[src/rtl/rbz_reg_spi_ctrl_pkg.sv]
// Shared definitions for the rbzero register SPI controller:
// register offsets (adr[3:2]), STATUS bit indices and FSM state encoding.
package rbz_reg_spi_ctrl_pkg;

  localparam logic [1:0] REG_TXDATA = 2'd0;
  localparam logic [1:0] REG_LEN    = 2'd1;
  localparam logic [1:0] REG_DIV    = 2'd2;
  localparam logic [1:0] REG_STATUS = 2'd3;

  localparam int unsigned ST_BUSY = 0;
  localparam int unsigned ST_HOLD = 1;
  localparam int unsigned ST_OVF  = 2;
  localparam int unsigned ST_DONE = 3;

  localparam int unsigned LEN_W = 6;

  typedef enum logic [2:0] {
    S_IDLE,
    S_SETUP,
    S_HIGH,
    S_LOW,
    S_GAP
  } spi_state_t;

endpackage

[src/rtl/rbz_spi_shifter.sv]
// Shift register, bit counter and SCLK half-period divider for one SPI frame.
// Ports:
//   clk, reset    clock, async active-high reset
//   load          latch a new frame (data below the MSB, bit count, divider)
//   run           phase counter advances while the FSM is out of IDLE
//   step          one bit has been clocked out: shift and decrement count
//   data          frame payload without its MSB, MSB-aligned
//   nbits         frame length in bits (1..MAX_BITS)
//   div           half-period divider, H = div+1 cycles
//   phase_end_c   last cycle of the current H-cycle phase
//   next_bit      bit that follows the one currently on MOSI
//   bits_left     bits not yet clocked by a rising SCLK
module rbz_spi_shifter #(
  parameter int unsigned MAX_BITS = 32,
  parameter int unsigned DIV_W    = 8,
  parameter int unsigned CNT_W    = 6
) (
  input  logic                clk,
  input  logic                reset,
  input  logic                load,
  input  logic                run,
  input  logic                step,
  input  logic [MAX_BITS-2:0] data,
  input  logic [CNT_W-1:0]    nbits,
  input  logic [DIV_W-1:0]    div,
  output logic                phase_end_c,
  output logic                next_bit,
  output logic [CNT_W-1:0]    bits_left
);

  logic [MAX_BITS-2:0] sreg;
  logic [DIV_W-1:0]    div_q;
  logic [DIV_W-1:0]    phase;

  assign phase_end_c = (phase == div_q);
  assign next_bit    = sreg[MAX_BITS-2];

  // Frame state; the divider is latched at load so DIV writes only affect later frames.
  always_ff @(posedge clk or posedge reset) begin
    if (reset) begin
      sreg      <= '0;
      bits_left <= '0;
      div_q     <= '0;
      phase     <= '0;
    end else if (load) begin
      sreg      <= data;
      bits_left <= nbits;
      div_q     <= div;
      phase     <= '0;
    end else begin
      if (step) begin
        sreg      <= {sreg[MAX_BITS-3:0], 1'b0};
        bits_left <= bits_left - CNT_W'(1);
      end
      if (run) begin
        phase <= phase_end_c ? '0 : phase + DIV_W'(1);
      end
    end
  end

endmodule

[src/rtl/rbz_reg_spi_ctrl.sv]
// Wishbone-programmable SPI master driving the rbzero register port.
// One frame shifts while one more waits in the hold buffer.
// Ports:
//   clk, reset                 clock, async active-high reset
//   wbs_cyc_i/stb_i/we_i       Wishbone control
//   wbs_sel_i                  byte lanes; sel==0 writes are acked and ignored
//   wbs_adr_i                  [3:2]: 0 TXDATA, 1 LEN, 2 DIV, 3 STATUS
//   wbs_dat_i / wbs_dat_o      write / registered read data
//   wbs_ack_o                  one-cycle registered ack
//   o_sclk, o_mosi, o_ss_n     SPI mode 0, MSB first
//   o_busy                     FSM active or hold buffer full
//   o_irq                      pulse as o_ss_n rises at end of frame
module rbz_reg_spi_ctrl
  import rbz_reg_spi_ctrl_pkg::*;
#(
  parameter int unsigned MAX_BITS = 32,
  parameter int unsigned DIV_W    = 8,
  parameter int unsigned DIV_RST  = 1,
  parameter int unsigned LEN_RST  = 8
) (
  input  logic        clk,
  input  logic        reset,
  input  logic        wbs_cyc_i,
  input  logic        wbs_stb_i,
  input  logic        wbs_we_i,
  input  logic [3:0]  wbs_sel_i,
  input  logic [31:0] wbs_adr_i,
  input  logic [31:0] wbs_dat_i,
  output logic        wbs_ack_o,
  output logic [31:0] wbs_dat_o,
  output logic        o_sclk,
  output logic        o_mosi,
  output logic        o_ss_n,
  output logic        o_busy,
  output logic        o_irq
);

  localparam int unsigned CNT_W = $clog2(MAX_BITS + 1);

  spi_state_t          state;
  logic [LEN_W-1:0]    len_q;
  logic [DIV_W-1:0]    div_reg;
  logic [MAX_BITS-1:0] hold_data;
  logic [CNT_W-1:0]    hold_len;
  logic                hold_full;
  logic                ovf;
  logic                done;

  logic                acc_c;
  logic                wr_c;
  logic                tx_wr_c;
  logic                st_wr_c;
  logic                load_c;
  logic                done_set_c;
  logic                ovf_set_c;
  logic                busy_c;
  logic [CNT_W-1:0]    len_eff_c;
  logic [MAX_BITS-1:0] aligned_c;
  logic [31:0]         rd_data_c;
  logic                phase_end_c;
  logic                next_bit;
  logic [CNT_W-1:0]    bits_left;
  logic                unused_ok;

  assign unused_ok  = ^{wbs_adr_i[31:4], wbs_adr_i[1:0]};

  assign acc_c      = wbs_cyc_i & wbs_stb_i & ~wbs_ack_o;
  assign wr_c       = acc_c & wbs_we_i & (|wbs_sel_i);
  assign tx_wr_c    = wr_c & (wbs_adr_i[3:2] == REG_TXDATA);
  assign st_wr_c    = wr_c & (wbs_adr_i[3:2] == REG_STATUS);

  // Hold drains from IDLE, or at the end of GAP for back-to-back frames.
  assign load_c     = hold_full & ((state == S_IDLE) | ((state == S_GAP) & phase_end_c));
  assign done_set_c = (state == S_LOW) & phase_end_c & (bits_left == '0);
  assign ovf_set_c  = tx_wr_c & hold_full & ~load_c;
  assign busy_c     = (state != S_IDLE) | hold_full;
  assign o_busy     = busy_c;

  // LEN of 0 or beyond the frame width means a full-width frame.
  assign len_eff_c  = ((len_q == '0) || (32'(len_q) > MAX_BITS)) ? CNT_W'(MAX_BITS)
                                                                  : CNT_W'(len_q);
  // Bit LEN-1 of the held word moves to the top so shifting is always from the MSB.
  assign aligned_c  = hold_data << (MAX_BITS - 32'(hold_len));

  always_comb begin
    rd_data_c = '0;
    case (wbs_adr_i[3:2])
      REG_LEN:    rd_data_c = 32'(len_q);
      REG_DIV:    rd_data_c = 32'(div_reg);
      REG_STATUS: begin
        rd_data_c[ST_BUSY] = busy_c;
        rd_data_c[ST_HOLD] = hold_full;
        rd_data_c[ST_OVF]  = ovf;
        rd_data_c[ST_DONE] = done;
      end
      default:    rd_data_c = '0;
    endcase
  end

  // Wishbone register file and hold buffer.
  always_ff @(posedge clk or posedge reset) begin
    if (reset) begin
      wbs_ack_o <= 1'b0;
      wbs_dat_o <= '0;
      len_q     <= LEN_W'(LEN_RST);
      div_reg   <= DIV_W'(DIV_RST);
      hold_data <= '0;
      hold_len  <= '0;
      hold_full <= 1'b0;
      ovf       <= 1'b0;
      done      <= 1'b0;
    end else begin
      wbs_ack_o <= wbs_cyc_i & wbs_stb_i & ~wbs_ack_o;
      if (acc_c && !wbs_we_i) begin
        wbs_dat_o <= rd_data_c;
      end
      if (wr_c && (wbs_adr_i[3:2] == REG_LEN)) begin
        len_q <= wbs_dat_i[LEN_W-1:0];
      end
      if (wr_c && (wbs_adr_i[3:2] == REG_DIV)) begin
        div_reg <= wbs_dat_i[DIV_W-1:0];
      end
      // A write landing on the same edge the FSM drains the hold is accepted.
      if (tx_wr_c && (!hold_full || load_c)) begin
        hold_data <= wbs_dat_i[MAX_BITS-1:0];
        hold_len  <= len_eff_c;
        hold_full <= 1'b1;
      end else if (load_c) begin
        hold_full <= 1'b0;
      end
      // Sticky flags: a set on the same edge beats a W1C clear.
      if (ovf_set_c) begin
        ovf <= 1'b1;
      end else if (st_wr_c && wbs_dat_i[ST_OVF]) begin
        ovf <= 1'b0;
      end
      if (done_set_c) begin
        done <= 1'b1;
      end else if (st_wr_c && wbs_dat_i[ST_DONE]) begin
        done <= 1'b0;
      end
    end
  end

  // Frame sequencer; every SPI pin is driven from a flop.
  always_ff @(posedge clk or posedge reset) begin
    if (reset) begin
      state  <= S_IDLE;
      o_ss_n <= 1'b1;
      o_sclk <= 1'b0;
      o_mosi <= 1'b0;
      o_irq  <= 1'b0;
    end else begin
      o_irq <= 1'b0;
      case (state)
        S_IDLE: begin
          if (load_c) begin
            state  <= S_SETUP;
            o_ss_n <= 1'b0;
            o_sclk <= 1'b0;
            o_mosi <= aligned_c[MAX_BITS-1];
          end
        end
        S_SETUP: begin
          if (phase_end_c) begin
            state  <= S_HIGH;
            o_sclk <= 1'b1;
          end
        end
        S_HIGH: begin
          if (phase_end_c) begin
            state  <= S_LOW;
            o_sclk <= 1'b0;
            // The last bit stays on MOSI through the hold phase.
            if (bits_left != CNT_W'(1)) begin
              o_mosi <= next_bit;
            end
          end
        end
        S_LOW: begin
          if (phase_end_c) begin
            if (bits_left != '0) begin
              state  <= S_HIGH;
              o_sclk <= 1'b1;
            end else begin
              state  <= S_GAP;
              o_ss_n <= 1'b1;
              o_irq  <= 1'b1;
            end
          end
        end
        S_GAP: begin
          if (phase_end_c) begin
            if (load_c) begin
              state  <= S_SETUP;
              o_ss_n <= 1'b0;
              o_mosi <= aligned_c[MAX_BITS-1];
            end else begin
              state  <= S_IDLE;
              o_mosi <= 1'b0;
            end
          end
        end
        default: state <= S_IDLE;
      endcase
    end
  end

  rbz_spi_shifter #(
    .MAX_BITS (MAX_BITS),
    .DIV_W    (DIV_W),
    .CNT_W    (CNT_W)
  ) u_shifter (
    .clk         (clk),
    .reset       (reset),
    .load        (load_c),
    .run         (state != S_IDLE),
    .step        ((state == S_HIGH) & phase_end_c),
    .data        (aligned_c[MAX_BITS-2:0]),
    .nbits       (hold_len),
    .div         (div_reg),
    .phase_end_c (phase_end_c),
    .next_bit    (next_bit),
    .bits_left   (bits_left)
  );

endmodule

[config.mk]
export PLATFORM = sky130hd
export DESIGN_NAME = rbz_reg_spi_ctrl
export DESIGN_NICKNAME = d
export VERILOG_FILES = /design/src/rtl/rbz_reg_spi_ctrl_pkg.sv /design/src/rtl/rbz_spi_shifter.sv /design/src/rtl/rbz_reg_spi_ctrl.sv
export SDC_FILE = /design/constraint.sdc
export NUM_CORES = 1
export LEC_CHECK = 0
export CORE_MARGIN = 5
export CORE_UTILIZATION = 45
export CTS_CLUSTER_SIZE = 20
export DETAILED_ROUTE_END_ITERATION = 16
export HOLD_SLACK_MARGIN = 0.03
export MAX_ROUTING_LAYER = met4
export PLACE_DENSITY = 0.76
export SETUP_SLACK_MARGIN = 0.4
export SYNTH_ARGS = -nofsm -noshare
export SYNTH_HDL_FRONTEND = slang
export SYNTH_SLANG_ARGS = --single-unit
[constraint.sdc]
create_clock -name clk -period 4.65 [get_ports clk]
set_clock_uncertainty 0.1 [all_clocks]
set_input_delay 0.93 -clock clk [delete_from_list [all_inputs] [get_ports clk]]
set_output_delay 0.93 -clock clk [all_outputs]
set_load 0.03 [all_outputs]
=== After elaboration in Yosys (flattened, before gate mapping) ===
Cells that the tools add are included.

* Register bits: 148

* $add $sub $neg: 3
* $lt $le $gt $ge: 1
* Equality and inequality tests: 17
* Shift-type cells: 1
* Mux-type cells: 43
* Bitwise gates (word level): 17
* Reductions and logical operators: 29

{| class="wikitable"
|+ Operator list
! operator !! count
|-
| $mux W31 || 2
|-
| $shl A32 B32 Y32 || 1
|-
| $mux W8 || 3
|-
| $mux W1 || 23
|-
| $mux W3 || 6
|-
| $mux W6 || 3
|-
| $pmux W3 S5 || 1
|-
| $ne A2 B2 Y1 const B || 7
|-
| $and A1 B1 Y1 || 13
|-
| $logic_not A6 Y1 || 2
|-
| $pmux W4 S3 || 1
|-
| $reduce_and A5 Y1 || 2
|-
| $reduce_bool A2 Y1 || 5
|-
| $reduce_bool A3 Y1 || 3
|-
| $add A8 B1 Y8 const B || 1
|-
| $eq A8 B8 Y1 || 1
|-
| $pmux W4 S2 || 1
|-
| $sub A6 B6 Y7 const A || 1
|-
| $eq A3 B2 Y1 const B || 2
|-
| $gt A6 B6 Y1 const B || 1
|-
| $logic_and A1 B1 Y1 || 6
|-
| $ne A6 B1 Y1 const B || 1
|-
| $pmux W1 S3 || 2
|-
| $reduce_and A6 Y1 || 1
|-
| other kinds (17) || 22
|}

=== Logic depth before layout (Yosys ltp) ===
* Depth in word-level cells: 8
* Mapped depth: 14
* Gate-level depth less buffers: 8

=== By module ===
Synthesis repeated with hierarchy kept, for this count alone.

* Cells, all modules: 736
* Area total of the unflattened synthesis: 7764.9 sq um

{| class="wikitable"
|+ By module, submodules not included
! module !! times used !! cells each !! area each (sq um) !! seq. area each (sq um)
|-
| rbz_reg_spi_ctrl || 1 || 497 || 5261.3 || 1780.5
|-
| rbz_spi_shifter || 1 || 239 || 2503.7 || 1326.3
|}

=== Worst setup path after synthesis ===
OpenSTA, ideal clock, no wires.

* Path type: reg2reg
* Start point: register hold_len[0]
* End point: register u_shifter.sreg[25]
* Arrival: 2598 ps
* Data required time: 4429 ps
* Path slack: 1831 ps
* Stages on the path, launching flop included: 13
* Path buffers: 5
* Clock period less this slack: 2819 ps
* Cells stage by stage: dfrtp_1 -> buf_4 -> buf_6 -> buf_6 -> inv_2 -> ha_1 -> buf_6 -> buf_12 -> mux2_2 -> mux4_2 -> a21oi_1 -> o22ai_1 -> o22a_1

* Cells in the longest elaborated chain, start to end: 3

{| class="wikitable"
|+ RTL lines
! what !! line !! source
|-
| from (decl) || rbz_reg_spi_ctrl.sv:44 || <nowiki>logic [CNT_W-1:0] hold_len;</nowiki>
|-
| from (signal assigned) || rbz_reg_spi_ctrl.sv:126 || <nowiki>hold_len <= len_eff_c;</nowiki>
|-
| $sub A6 B6 Y7 || rbz_reg_spi_ctrl.sv:83 || <nowiki>assign aligned_c = hold_data << (MAX_BITS - 32'(hold_len));</nowiki>
|-
| $shl A32 B32 Y32 || rbz_reg_spi_ctrl.sv:83 ||
|-
| $mux W31 || rbz_spi_shifter.sv:45 || <nowiki>end else if (load) begin</nowiki>
|-
| to (signal assigned) || rbz_spi_shifter.sv:46 || <nowiki>sreg <= data;</nowiki>
|-
| to (signal assigned) || rbz_spi_shifter.sv:52 || <nowiki>sreg <= {sreg[MAX_BITS-3:0], 1'b0};</nowiki>
|-
| to (decl) || rbz_spi_shifter.sv:31 || <nowiki>logic [MAX_BITS-2:0] sreg;</nowiki>
|}

Every way passes these cells.
A chain may end at the register's enable or synchronous reset.

=== Worst setup path in the final report ===
* Start point: register state[0]
* End point: output o_busy

* Cells in the longest elaborated chain, start to end: 2

{| class="wikitable"
|+ RTL lines
! what !! line !! source
|-
| from (decl) || rbz_reg_spi_ctrl.sv:40 || <nowiki>spi_state_t state;</nowiki>
|-
| from (signal assigned) || rbz_reg_spi_ctrl.sv:148 || <nowiki>state <= S_IDLE;</nowiki>
|-
| from (signal assigned) || rbz_reg_spi_ctrl.sv:158 || <nowiki>state <= S_SETUP;</nowiki>
|-
| from (signal assigned) || rbz_reg_spi_ctrl.sv:166 || <nowiki>state <= S_HIGH;</nowiki>
|-
| $reduce_bool A3 Y1 || rbz_reg_spi_ctrl.sv:76 || <nowiki>assign busy_c = (state != S_IDLE) | hold_full;</nowiki>
|-
| $or A1 B1 Y1 || rbz_reg_spi_ctrl.sv:76 ||
|-
| to (decl) || rbz_reg_spi_ctrl.sv:34 || <nowiki>output logic o_busy,</nowiki>
|}

Every way passes these cells.

==> impl_results.md <==
* Post-synth EDFFs at 0
* Setup Buffers After CTS at 0
* Vias in the first global route at 5,666
* Drt first pass iters at 5
* CP Cell Sequence: nor2_1 -> nand2_1 -> nor2_1 -> inv_1 -> clkdlybuf4s50_1
* Share of cells above drive strength 1 at 20.3%
* Largest family of logic cells by synthesized area: multiplexers
* Setup TNS at 0 ns
* Primary FF master, synth: dfrtp_1
* # setup viols final at 0
* Synthesized area per cell at about 10 µm²
* Die area at 20,100 µm²
* Vias per inst at between 5 and 6
* Post-synthesis register bit count at roughly 120
* Ant diodes at 0
* Max_cap viols at 0
* Tightest Pin Transition at approximately 1.3 ns
* Wire per inst at between 15 and 20 µm
* Root buffer cell: clkbuf_16
* Top Layer Used: met4
* Clock Pin Slew Worst Setup and Hold Paths at ~0.060 ns
* Core area at about 17,000 µm²
* CTS tree: built
* Die Ht at about 140 µm
* Most flops, register: hold_data
* Clk Latency, worst-skew pair at between 0.4 and 0.5 ns
* Post-CTS sizing at 0
* Nets at 864
* Min cycle time layout at 3.80 ns
* WL met1 at 7940 µm
* Total wire length at roughly 18,000 µm
* GRT Util Overall at a little under a fifth
* Port bufs at 56
* Pwr Density at approximately 730 nW/µm²
* FP Rows at between 40 and 50
* Post-synthesis sequential area ratio at about 40%
* CP Class: flip-flop to output pin
* Max FO, Critical Path at 11
* Final GP Congestion at between 0.8 and 0.9
* Worst path slowest cell: clkdlybuf4s50_1
* Via count at around 5,900
* Max Slew Vio Count at 0
* Leading post-synthesis cells by cell area: dfrtp_1 39%, mux4_2 8.1%, mux2_2 5.6%
* Ports at approximately 110
* CP Launch Type: flip-flop
* 1st-iter DRT viols at about 570
* Worst vdd ir at just over 400 µV
* DRC at 0
* Die X at ~140 µm
* Final period util at between 80% and 90%
* First-pass GRT wire length at 29,400 µm
* Core Util, Final at between 50% and 60%
* Total power at roughly 6.5 mW
* Initial Util at 45.5%
* Crit path DAT at 2.77 ns
* Max reg flops at 32
* Antenna viol nets, final at 0
* Leakage dissipation at 3.70 nW
* Synth cell types at 77
* XOR/XNOR Fraction of Synth Area at under 10%
* Outcome: finished clean
* Clock Sinks at ~120
* Gr ovfl total at 0
* Initial antenna violation count at 0
* Simple logic cell fraction of the synthesized area at ~15%
* TritonCTS Buffers at 17
* Mapped Cells at between 700 and 800
* Complex-gate fraction of the synthesized area at 13.5%
* Most common cell after layout, fill and taps aside: dfrtp_1
* Placed Cells at 988
* CP dominant cell by count: nor2_1
* CTS H-Tree Depth at 4
* Min-Delay Path Class: flip-flop to flip-flop
* RSZ-0062 raised after global routing: false
* Asr flop ratio synth at between 90% and 100%
* Most frequent cells in the layout: 120 x dfrtp_1, 96 x nand2_1, 65 x nor2_1, 56 x clkdlybuf4s50_1, 39 x mux2_2
* Synth top area share at slightly below 40%
* Hold_buf cts at 0
* CP endpoint kind: output pin
* Synth warnings at 0
* Slew HR at approximately a tenth
* Count of final hold-check violations at 0
* Met3 WL at just under 1000 µm
* Post-synth top area cell: dfrtp_1
* Post-Layout Cell Count at between 1,000 and 1,500
* CP required at roughly 3.6 ns
* P&R area growth vs syn at 14.4%
* Synthesized cell area at just under 8000 µm²
* Max incr delay on CP at 0.64 ns
* Post-synthesis mux area share at a little over a fifth
* Hpwl dp at between 10,000 and 15,000 µm
* Largest registers: hold_data x32, u_shifter.sreg x31
* Largest net degree at the start of global routing at 90
* Synth Area in Adders at under 10%
* Clock Path Buffers at 2
* DR WL met2 at roughly 8300 µm
* Highest clock rate at ~0.26 GHz
[logic make-up after synthesis]
kind of cell	after synthesis
muxes	114
buffers and inverters	86
other	1
and+or+nand+nor	246
DFF	124
xor gates and xnor gates	16
adders and majority gates	9
AOI/OAI and AO/OA	151
[final timing paths]
| kind | from | endpoint | slack [ns] | depth (start not counted) |
|---|---|---|---|---|
| worst max-delay path | state[0] | o_busy | 0.85 | 5 |
| worst min-delay path | wbs_dat_o[2] | wbs_dat_o[2] | 0.38 | 2 |
| worst max register to register | hold_len[1] | u_shifter.sreg[30] | 1.27 | 8 |
| worst min register to register | wbs_dat_o[2] | wbs_dat_o[2] | 0.38 | 2 |
| max in group asynchronous | reset | u_shifter.sreg[22] | 2.62 | 3 |
| min in group asynchronous | reset | o_irq | 0.90 | 2 |
[Yosys cell counts (3+ instances only)]
| master | number |
|---|---|
| buf_2 | 16 |
| nor3_1 | 8 |
| o22a_1 | 12 |
| nand2_1 | 96 |
| mux4_2 | 28 |
| o221a_2 | 4 |
| a222oi_1 | 4 |
| nor3b_1 | 5 |
| buf_6 | 11 |
| nor2b_1 | 5 |
| and2_1 | 3 |
| o22ai_1 | 18 |
| or3_1 | 3 |
| o31ai_1 | 8 |
| nor2_1 | 65 |
| ha_1 | 9 |
| clkbuf_1 | 14 |
| a21o_1 | 5 |
| a22o_1 | 3 |
| xnor2_1 | 13 |
| mux2_4 | 18 |
| buf_4 | 28 |
| nand4_1 | 7 |
| dfrtp_1 | 121 |
| mux2_2 | 39 |
| a31oi_1 | 4 |
| dfstp_2 | 3 |
| o21ai_0 | 28 |
| a21oi_1 | 25 |
| mux2i_1 | 29 |
| o21a_1 | 7 |
| inv_1 | 14 |
| nand3_1 | 21 |
| and3_1 | 3 |
| o211ai_1 | 12 |
| nand2b_1 | 7 |
[critical path, delay by kind of cell, from the launching register on]
| kind | cells | cell delay [ns] |
|---|---|---|
| AND/OR/NAND/NOR | 3 | 1.02 |
| buffers and inverters | 2 | 0.83 |
| flip-flops | 1 | 0.49 |
[area by class of cell]
cell class	instances	area, µm²
fillers	1535	8240
multi-input cells	560	4270
flip-flops and latches	124	3110
repair buffers	64	633
clock buffers	18	439
well taps	225	282
clock inverters	14	145
inverters	15	60.1
[through the flow]
stage | cell area, µm² | setup slack, ns | hold WS (ns)
floorplan | 7900 | 1.83 | 0.349
global placement | 8350 | 1.39 | 0.353
detailed placement | 8350 | 1.34 | 0.366
CTS | 8930 | 0.922 | 0.378
global route | 8930 | 0.772 | 0.401
finish | 8930 | 0.853 | 0.376
[power breakdown]
group	total, mW	internal, mW	switching (mW)
combinational	3.34	1.52	1.83
clock	1.30	0.801	0.497
sequential	1.86	1.46	0.401
[layer usage]
metal	GRT usage, %	up-vias
met5	-	-
met4	6.21	0
met3	3.54	25
met2	27.4	197
met1	26.0	2876
li1	-	2754
Power figures use the tool's default switching activity.
